## src/rtl/udma_pattern_gen_rx.sv

```systemverilog
// udma_pattern_gen_rx: RX-side stream traffic generator for uDMA bring-up.
// Emits a programmable-length burst of INC / CONST / LFSR data words on a
// valid/ready stream, with optional idle gap cycles after every accepted word.
module udma_pattern_gen_rx #(
    parameter int unsigned           DATA_WIDTH = 32,
    parameter int unsigned           CNT_WIDTH  = 16,
    parameter int unsigned           GAP_WIDTH  = 8,
    parameter logic [DATA_WIDTH-1:0] LFSR_POLY  = DATA_WIDTH'(32'h8020_0003)
) (
    input  logic                  clk_i,
    input  logic                  rst_i,
    input  logic                  cfg_en_i,
    input  logic [1:0]            cfg_mode_i,
    input  logic [CNT_WIDTH-1:0]  cfg_len_i,
    input  logic [DATA_WIDTH-1:0] cfg_seed_i,
    input  logic [DATA_WIDTH-1:0] cfg_step_i,
    input  logic [GAP_WIDTH-1:0]  cfg_gap_i,
    output logic [DATA_WIDTH-1:0] rx_data_o,
    output logic                  rx_valid_o,
    input  logic                  rx_ready_i,
    output logic                  busy_o,
    output logic                  done_o,
    output logic [CNT_WIDTH-1:0]  count_o
);

    typedef enum logic [1:0] {
        ST_IDLE       = 2'd0,
        ST_GEN        = 2'd1,
        ST_GAP        = 2'd2,
        ST_WAIT_CLEAR = 2'd3
    } state_e;

    localparam logic [1:0] MODE_INC  = 2'd0;
    localparam logic [1:0] MODE_LFSR = 2'd2;

    // Next word of the sequence; mode 1 and the reserved mode 3 repeat the word.
    function automatic logic [DATA_WIDTH-1:0] next_data(
        input logic [1:0]            mode,
        input logic [DATA_WIDTH-1:0] data,
        input logic [DATA_WIDTH-1:0] step
    );
        logic [DATA_WIDTH-1:0] res;
        case (mode)
            MODE_INC:  res = data + step;
            MODE_LFSR: res = (data >> 1) ^ (data[0] ? LFSR_POLY : {DATA_WIDTH{1'b0}});
            default:   res = data;
        endcase
        return res;
    endfunction

    state_e                state_r, state_next_s;
    logic [1:0]            mode_r;
    logic [CNT_WIDTH-1:0]  len_r;
    logic [DATA_WIDTH-1:0] step_r;
    logic [GAP_WIDTH-1:0]  gap_r;
    logic [GAP_WIDTH-1:0]  gap_cnt_r;
    logic [DATA_WIDTH-1:0] data_r;
    logic [CNT_WIDTH-1:0]  count_r;
    logic                  valid_r;
    logic                  busy_r;
    logic                  done_r;

    logic                  start_s;
    logic                  accept_s;
    logic                  last_s;
    logic                  done_set_s;
    logic [DATA_WIDTH-1:0] seed_load_s;

    // The word being accepted is the last one of the burst.
    assign last_s = (count_r == (len_r - CNT_WIDTH'(1)));

    // State register plus outputs registered from the next state so valid/busy are glitch-free.
    always_ff @(posedge clk_i or posedge rst_i) begin
        if (rst_i) begin
            state_r <= ST_IDLE;
            valid_r <= 1'b0;
            busy_r  <= 1'b0;
            done_r  <= 1'b0;
        end else begin
            state_r <= state_next_s;
            valid_r <= (state_next_s == ST_GEN);
            busy_r  <= (state_next_s == ST_GEN) || (state_next_s == ST_GAP);
            done_r  <= done_set_s;
        end
    end

    // Next-state decision; a handshake completing the burst wins over an abort.
    always_comb begin
        state_next_s = state_r;
        case (state_r)
            ST_IDLE: begin
                if (cfg_en_i) begin
                    if (cfg_len_i == {CNT_WIDTH{1'b0}}) begin
                        state_next_s = ST_WAIT_CLEAR;
                    end else begin
                        state_next_s = ST_GEN;
                    end
                end else begin
                    state_next_s = ST_IDLE;
                end
            end
            ST_GEN: begin
                if (rx_ready_i) begin
                    if (last_s) begin
                        state_next_s = ST_WAIT_CLEAR;
                    end else if (!cfg_en_i) begin
                        state_next_s = ST_IDLE;
                    end else if (gap_r != {GAP_WIDTH{1'b0}}) begin
                        state_next_s = ST_GAP;
                    end else begin
                        state_next_s = ST_GEN;
                    end
                end else begin
                    state_next_s = ST_GEN;
                end
            end
            ST_GAP: begin
                if (!cfg_en_i) begin
                    state_next_s = ST_IDLE;
                end else if (gap_cnt_r <= GAP_WIDTH'(1)) begin
                    state_next_s = ST_GEN;
                end else begin
                    state_next_s = ST_GAP;
                end
            end
            ST_WAIT_CLEAR: begin
                if (!cfg_en_i) begin
                    state_next_s = ST_IDLE;
                end else begin
                    state_next_s = ST_WAIT_CLEAR;
                end
            end
            default: state_next_s = ST_IDLE;
        endcase
    end

    // Event decode for the datapath: burst start, word acceptance, completion.
    always_comb begin
        start_s     = 1'b0;
        accept_s    = 1'b0;
        done_set_s  = 1'b0;
        seed_load_s = cfg_seed_i;
        case (state_r)
            ST_IDLE: begin
                start_s    = cfg_en_i;
                done_set_s = cfg_en_i && (cfg_len_i == {CNT_WIDTH{1'b0}});
            end
            ST_GEN: begin
                accept_s   = rx_ready_i;
                done_set_s = rx_ready_i && last_s;
            end
            default: begin
                start_s = 1'b0;
            end
        endcase
        // An all-zero LFSR state would lock up, so seed 0 starts from 1.
        if ((cfg_mode_i == MODE_LFSR) && (cfg_seed_i == {DATA_WIDTH{1'b0}})) begin
            seed_load_s = DATA_WIDTH'(1);
        end else begin
            seed_load_s = cfg_seed_i;
        end
    end

    // Configuration latch, data sequence, word counter and gap counter.
    always_ff @(posedge clk_i or posedge rst_i) begin
        if (rst_i) begin
            mode_r    <= 2'd0;
            len_r     <= {CNT_WIDTH{1'b0}};
            step_r    <= {DATA_WIDTH{1'b0}};
            gap_r     <= {GAP_WIDTH{1'b0}};
            gap_cnt_r <= {GAP_WIDTH{1'b0}};
            data_r    <= {DATA_WIDTH{1'b0}};
            count_r   <= {CNT_WIDTH{1'b0}};
        end else if (start_s) begin
            mode_r  <= cfg_mode_i;
            len_r   <= cfg_len_i;
            step_r  <= cfg_step_i;
            gap_r   <= cfg_gap_i;
            data_r  <= seed_load_s;
            count_r <= {CNT_WIDTH{1'b0}};
        end else if (accept_s) begin
            count_r   <= count_r + CNT_WIDTH'(1);
            data_r    <= next_data(mode_r, data_r, step_r);
            gap_cnt_r <= gap_r;
        end else if (state_r == ST_GAP) begin
            gap_cnt_r <= gap_cnt_r - GAP_WIDTH'(1);
        end else begin
            gap_cnt_r <= gap_cnt_r;
        end
    end

    assign rx_data_o  = data_r;
    assign rx_valid_o = valid_r;
    assign busy_o     = busy_r;
    assign done_o     = done_r;
    assign count_o    = count_r;

endmodule

```

## config.mk

```make
export PLATFORM = sky130hd
export DESIGN_NAME = udma_pattern_gen_rx
export DESIGN_NICKNAME = d
export VERILOG_FILES = /design/src/rtl/udma_pattern_gen_rx.sv
export SDC_FILE = /design/constraint.sdc
export NUM_CORES = 1
export LEC_CHECK = 0
export ABC_AREA = 0
export CAP_MARGIN = 5
export CORE_MARGIN = 5
export CORE_UTILIZATION = 55
export CTS_CLUSTER_SIZE = 40
export DETAILED_ROUTE_END_ITERATION = 8
export DONT_BUFFER_PORTS = 1
export HOLD_SLACK_MARGIN = 0.12
export PLACE_DENSITY = 0.75
export SLEW_MARGIN = 20
export SYNTH_ARGS = -nofsm -noshare
export SYNTH_HDL_FRONTEND = slang
export SYNTH_SLANG_ARGS = --single-unit
```

## constraint.sdc

```tcl
create_clock -name clk_i -period 4.85 [get_ports clk_i]
set_clock_uncertainty 0.15 [all_clocks]
set_input_delay 0.7275 -clock clk_i [delete_from_list [all_inputs] [get_ports clk_i]]
set_output_delay 0.7275 -clock clk_i [all_outputs]
set_load 0.005 [all_outputs]
```

==> impl_results.md <==
- Most common cell on crit path: o21ai_0
- Worst rel slew slack: 36.9%
- Min Tclk post-route: 3.46 ns
- CTS tree: done
- Critical-path maximum fanout: 4
- Number of buffers inserted by port buffering: 0
- Max Cap Violations: 0
- Crit path largest cell delay: 0.47 ns
- Crit path cell chain: ha_1, o211ai_1, o21ai_0, o211ai_1, a21o_1, o31ai_1, o21ai_0, a211oi_1, mux2i_1, o21ai_0
- Fin Setup TNS: 0 ns
- Post-synth EDFFs: 0
- First-pass GRT wire length: 32,700 um
- Cts hold-fix bufs: 1
- Drt wl/cell: 18.6 um
- Clock Power Share: 18.7%
- Synthesized area per cell: 8.20 um^2
- Tcrit/Tclk final: 71.3%
- Maximum clock rate: 289 MHz
- Sw Share: 44.8%
- Vias per cell: 5.99
- Gr usage total: 25.3%
- Antenna diode count: 0
- Core Footprint: 13,300 um^2
- Post-Syn Area: 7500 um^2
- Critical path launch point type: flip-flop
- Synthesized instance count: 915
- Synth async-reset ratio: 100%
- Seq/Total Area, Yosys: 39.7%
- Least-Margin Pin Slew: 0.947 ns
- CTS sink count: 119
- Clock root cell: clkbuf_16
- Net Count, Synth: 1,046
- Worst-path cell with the longest stage delay: o21ai_0
- Clk_lat worst skew: 0.42 ns
- Die height: 127 um
- Number of top-level pins: 145
- Initial antenna violation count: 0
- #FFs+latches synth: 119
- Post-Route WL: 20,100 um
- Count of cell types in the netlist: 64
- Slew Viols, Final: 0
- Hold crit path type: in2reg
- Num rows: 42
- Clock buffer depth: 2
- Synth Flop Type: dfrtp_1
- DR iter-0 viols: 595
- Layout area overhead: 8.99%
- RSZ-0062 raised after global routing: false
- Setup repair bufs after CTS: 0
- Vias: 6,507
- Vias in the first global route: 6,348
- Remaining antenna violation count: 0
- Leak Pwr: 3.76 nW
- Placed wire-length estimate: 14,500 um
- Worst setup EP type: flip-flop
- Layout cells sized above 1: 5.71%
- Setup-failing EPs final: 0
- CTS clk-pin slew, worst paths: 0.06 ns
- Final hold vios: 0
- P_int: 3.52 mW
- Starting density of the core: 56.4%
- CTS resizes: 0
- Total gr overflow: 0
- P_sw: 2.85 mW
- CTS buffer count: 17
- Pwr Density: 779 nW/um^2
- GPL Wtd Cong: 0.924
- Initial DRT Pass Iterations: 7
- Dpl ws: 1.50 ns
- Largest net degree at the start of global routing: 95
- Worst EP arrival: 3.58 ns
- Die ar.: 16,100 um^2
- CTS H-tree lvls: 4
- Final nets: 1,029
- Combinational Power Share: 50.5%
- WS Path Type: reg2reg
- Maximum VDD drop: 472 uV
- Yosys warns: 0
- WP data required: 4.98 ns
- Outcome: finished, final reports clean
- DRC errors left: 0
- Die width: 127 um
- Final setup margin: 1.39 ns
- Part of the power in registers: 30.7%
-- worst max-delay path, delay by kind of cell (launching register included) --
kind	cells	cell delay, ns
flops	1	0.44
compound gates	8	2.13
mux	1	0.23
fa+ha+maj	1	0.38
-- flip-flops by register name, summed over array words and instances, names as in the netlist --
| signal | count |
|---|---|
| busy_o | 1 |
| count_o | 16 |
| done_o | 1 |
| gap_cnt_r | 8 |
| gap_r | 8 |
| len_r | 16 |
| mode_r | 2 |
| rx_data_o | 32 |
| rx_valid_o | 1 |
| state_r | 2 |
| step_r | 32 |
-- final timing paths --
kind | start | end | slack [ns] | cells past startpoint
setup / recovery | rx_data_o[4]$_DFFE_PP0P_ | rx_data_o[31]$_DFFE_PP0P_ | 1.39 | 10
hold / removal | cfg_step_i[10] | step_r[10]$_DFFE_PP0P_ | 0.26 | 2
setup reg to reg | rx_data_o[4]$_DFFE_PP0P_ | rx_data_o[31]$_DFFE_PP0P_ | 1.39 | 10
hold reg to reg | step_r[18]$_DFFE_PP0P_ | step_r[18]$_DFFE_PP0P_ | 0.33 | 2
max in group asynchronous | rst_i | len_r[0]$_DFFE_PP0P_ | 2.84 | 3
min in group asynchronous | rst_i | rx_data_o[17]$_DFFE_PP0P_ | 0.71 | 2
-- power by group through the flow --
stage                     logic (mW)  clock network (mW)  registers, mW
after floorplan                 2.67                   0           1.75
after global placement          3.12                   0           1.96
after detailed placement        3.17                   0           1.96
after CTS                       3.19                1.21           1.95
after global routing            3.65                1.26           2.03
final                           3.22                1.19           1.96
-- cell usage in the layout, fill, tap and decap left out, types with 3 or more instances in the layout --
cell type and count:
clkbuf_16 17, and3_1 6, nor2b_1 6, a31oi_1 10
nand4_1 5, a222oi_1 4, buf_4 4, nor4b_1 3
nor2_1 64, and2_1 5, clkbuf_8 4, ha_1 36
and4_1 4, a221oi_1 4, o211ai_1 15, a21oi_1 43
nand2_1 241, dfrtp_1 119, a211oi_1 11, clkinv_2 6
o31ai_1 5, inv_1 16, xor2_1 37, mux2i_1 4
nand3_1 18, xnor2_1 30, a21o_1 16, or2_2 4
nor4_1 21, nand2b_1 5, o22ai_1 3, o21ai_0 75
nor3_1 22
-- logic make-up after synthesis --
family | after synthesis | share of synthesized area [%]
and+or+nand+nor | 417 | 24.6
xor gates and xnor gates | 67 | 7.82
adders and majority gates | 37 | 6.27
AOI/OAI and AO/OA | 212 | 17.7
buffers and inverters | 58 | 3.22
DFF | 119 | 39.7
muxes | 5 | 0.684
-- metal layers --
metal  share of wire (%)  global-route usage [%]  vias to the layer above
met5                   0                       0                        -
met1                  46                    35.2                     3104
met3                 7.6                    7.36                       29
li1                    -                       -                     3170
met4                 2.2                    8.52                        0
met2                  44                    38.2                      204
-- through the flow --
step / hold slack [ns] / utilization (%) / instance area, um^2 / power [mW] / instances
after floorplan: 0.299 / - / 7500 / 4.42 / 915
after global placement: 0.313 / 57.1 / 7600 / 5.08 / 1054
after detailed placement: 0.318 / 57.1 / 7600 / 5.13 / 1054
after CTS: 0.243 / 61.4 / 8170 / 6.35 / 1086
after global routing: 0.253 / 61.5 / 8180 / 6.94 / 1086
final: 0.259 / 61.5 / 8180 / 6.37 / 1086
-- synth_stat cells, types with 6 or more instances --
library cell | instances | area (um^2)
nand2_1 | 242 | 908
dfrtp_1 | 119 | 2980
o21ai_0 | 75 | 375
nor2_1 | 65 | 244
a21oi_1 | 43 | 215
xor2_1 | 37 | 324
clkbuf_1 | 36 | 135
ha_1 | 36 | 450
xnor2_1 | 30 | 263
nor3_1 | 22 | 110
nor4_1 | 21 | 131
nand3_1 | 18 | 90.1
inv_1 | 17 | 63.8
a21o_1 | 16 | 120
o211ai_1 | 15 | 113
a211oi_1 | 11 | 82.6
a31oi_1 | 11 | 68.8
nor2b_1 | 7 | 43.8
and3_1 | 6 | 37.5
-- layout make-up --
cell class / instances / area [um^2]
flip-flops and latches: 119 / 2980
clock buffers: 22 / 484
well taps: 176 / 220
fillers: 1162 / 5120
multi-input cells: 738 / 4320
inverters: 17 / 66.3
repair buffers: 5 / 40.0
clock inverters: 9 / 75.1
Note: power is estimated with default switching activity, not from simulation.
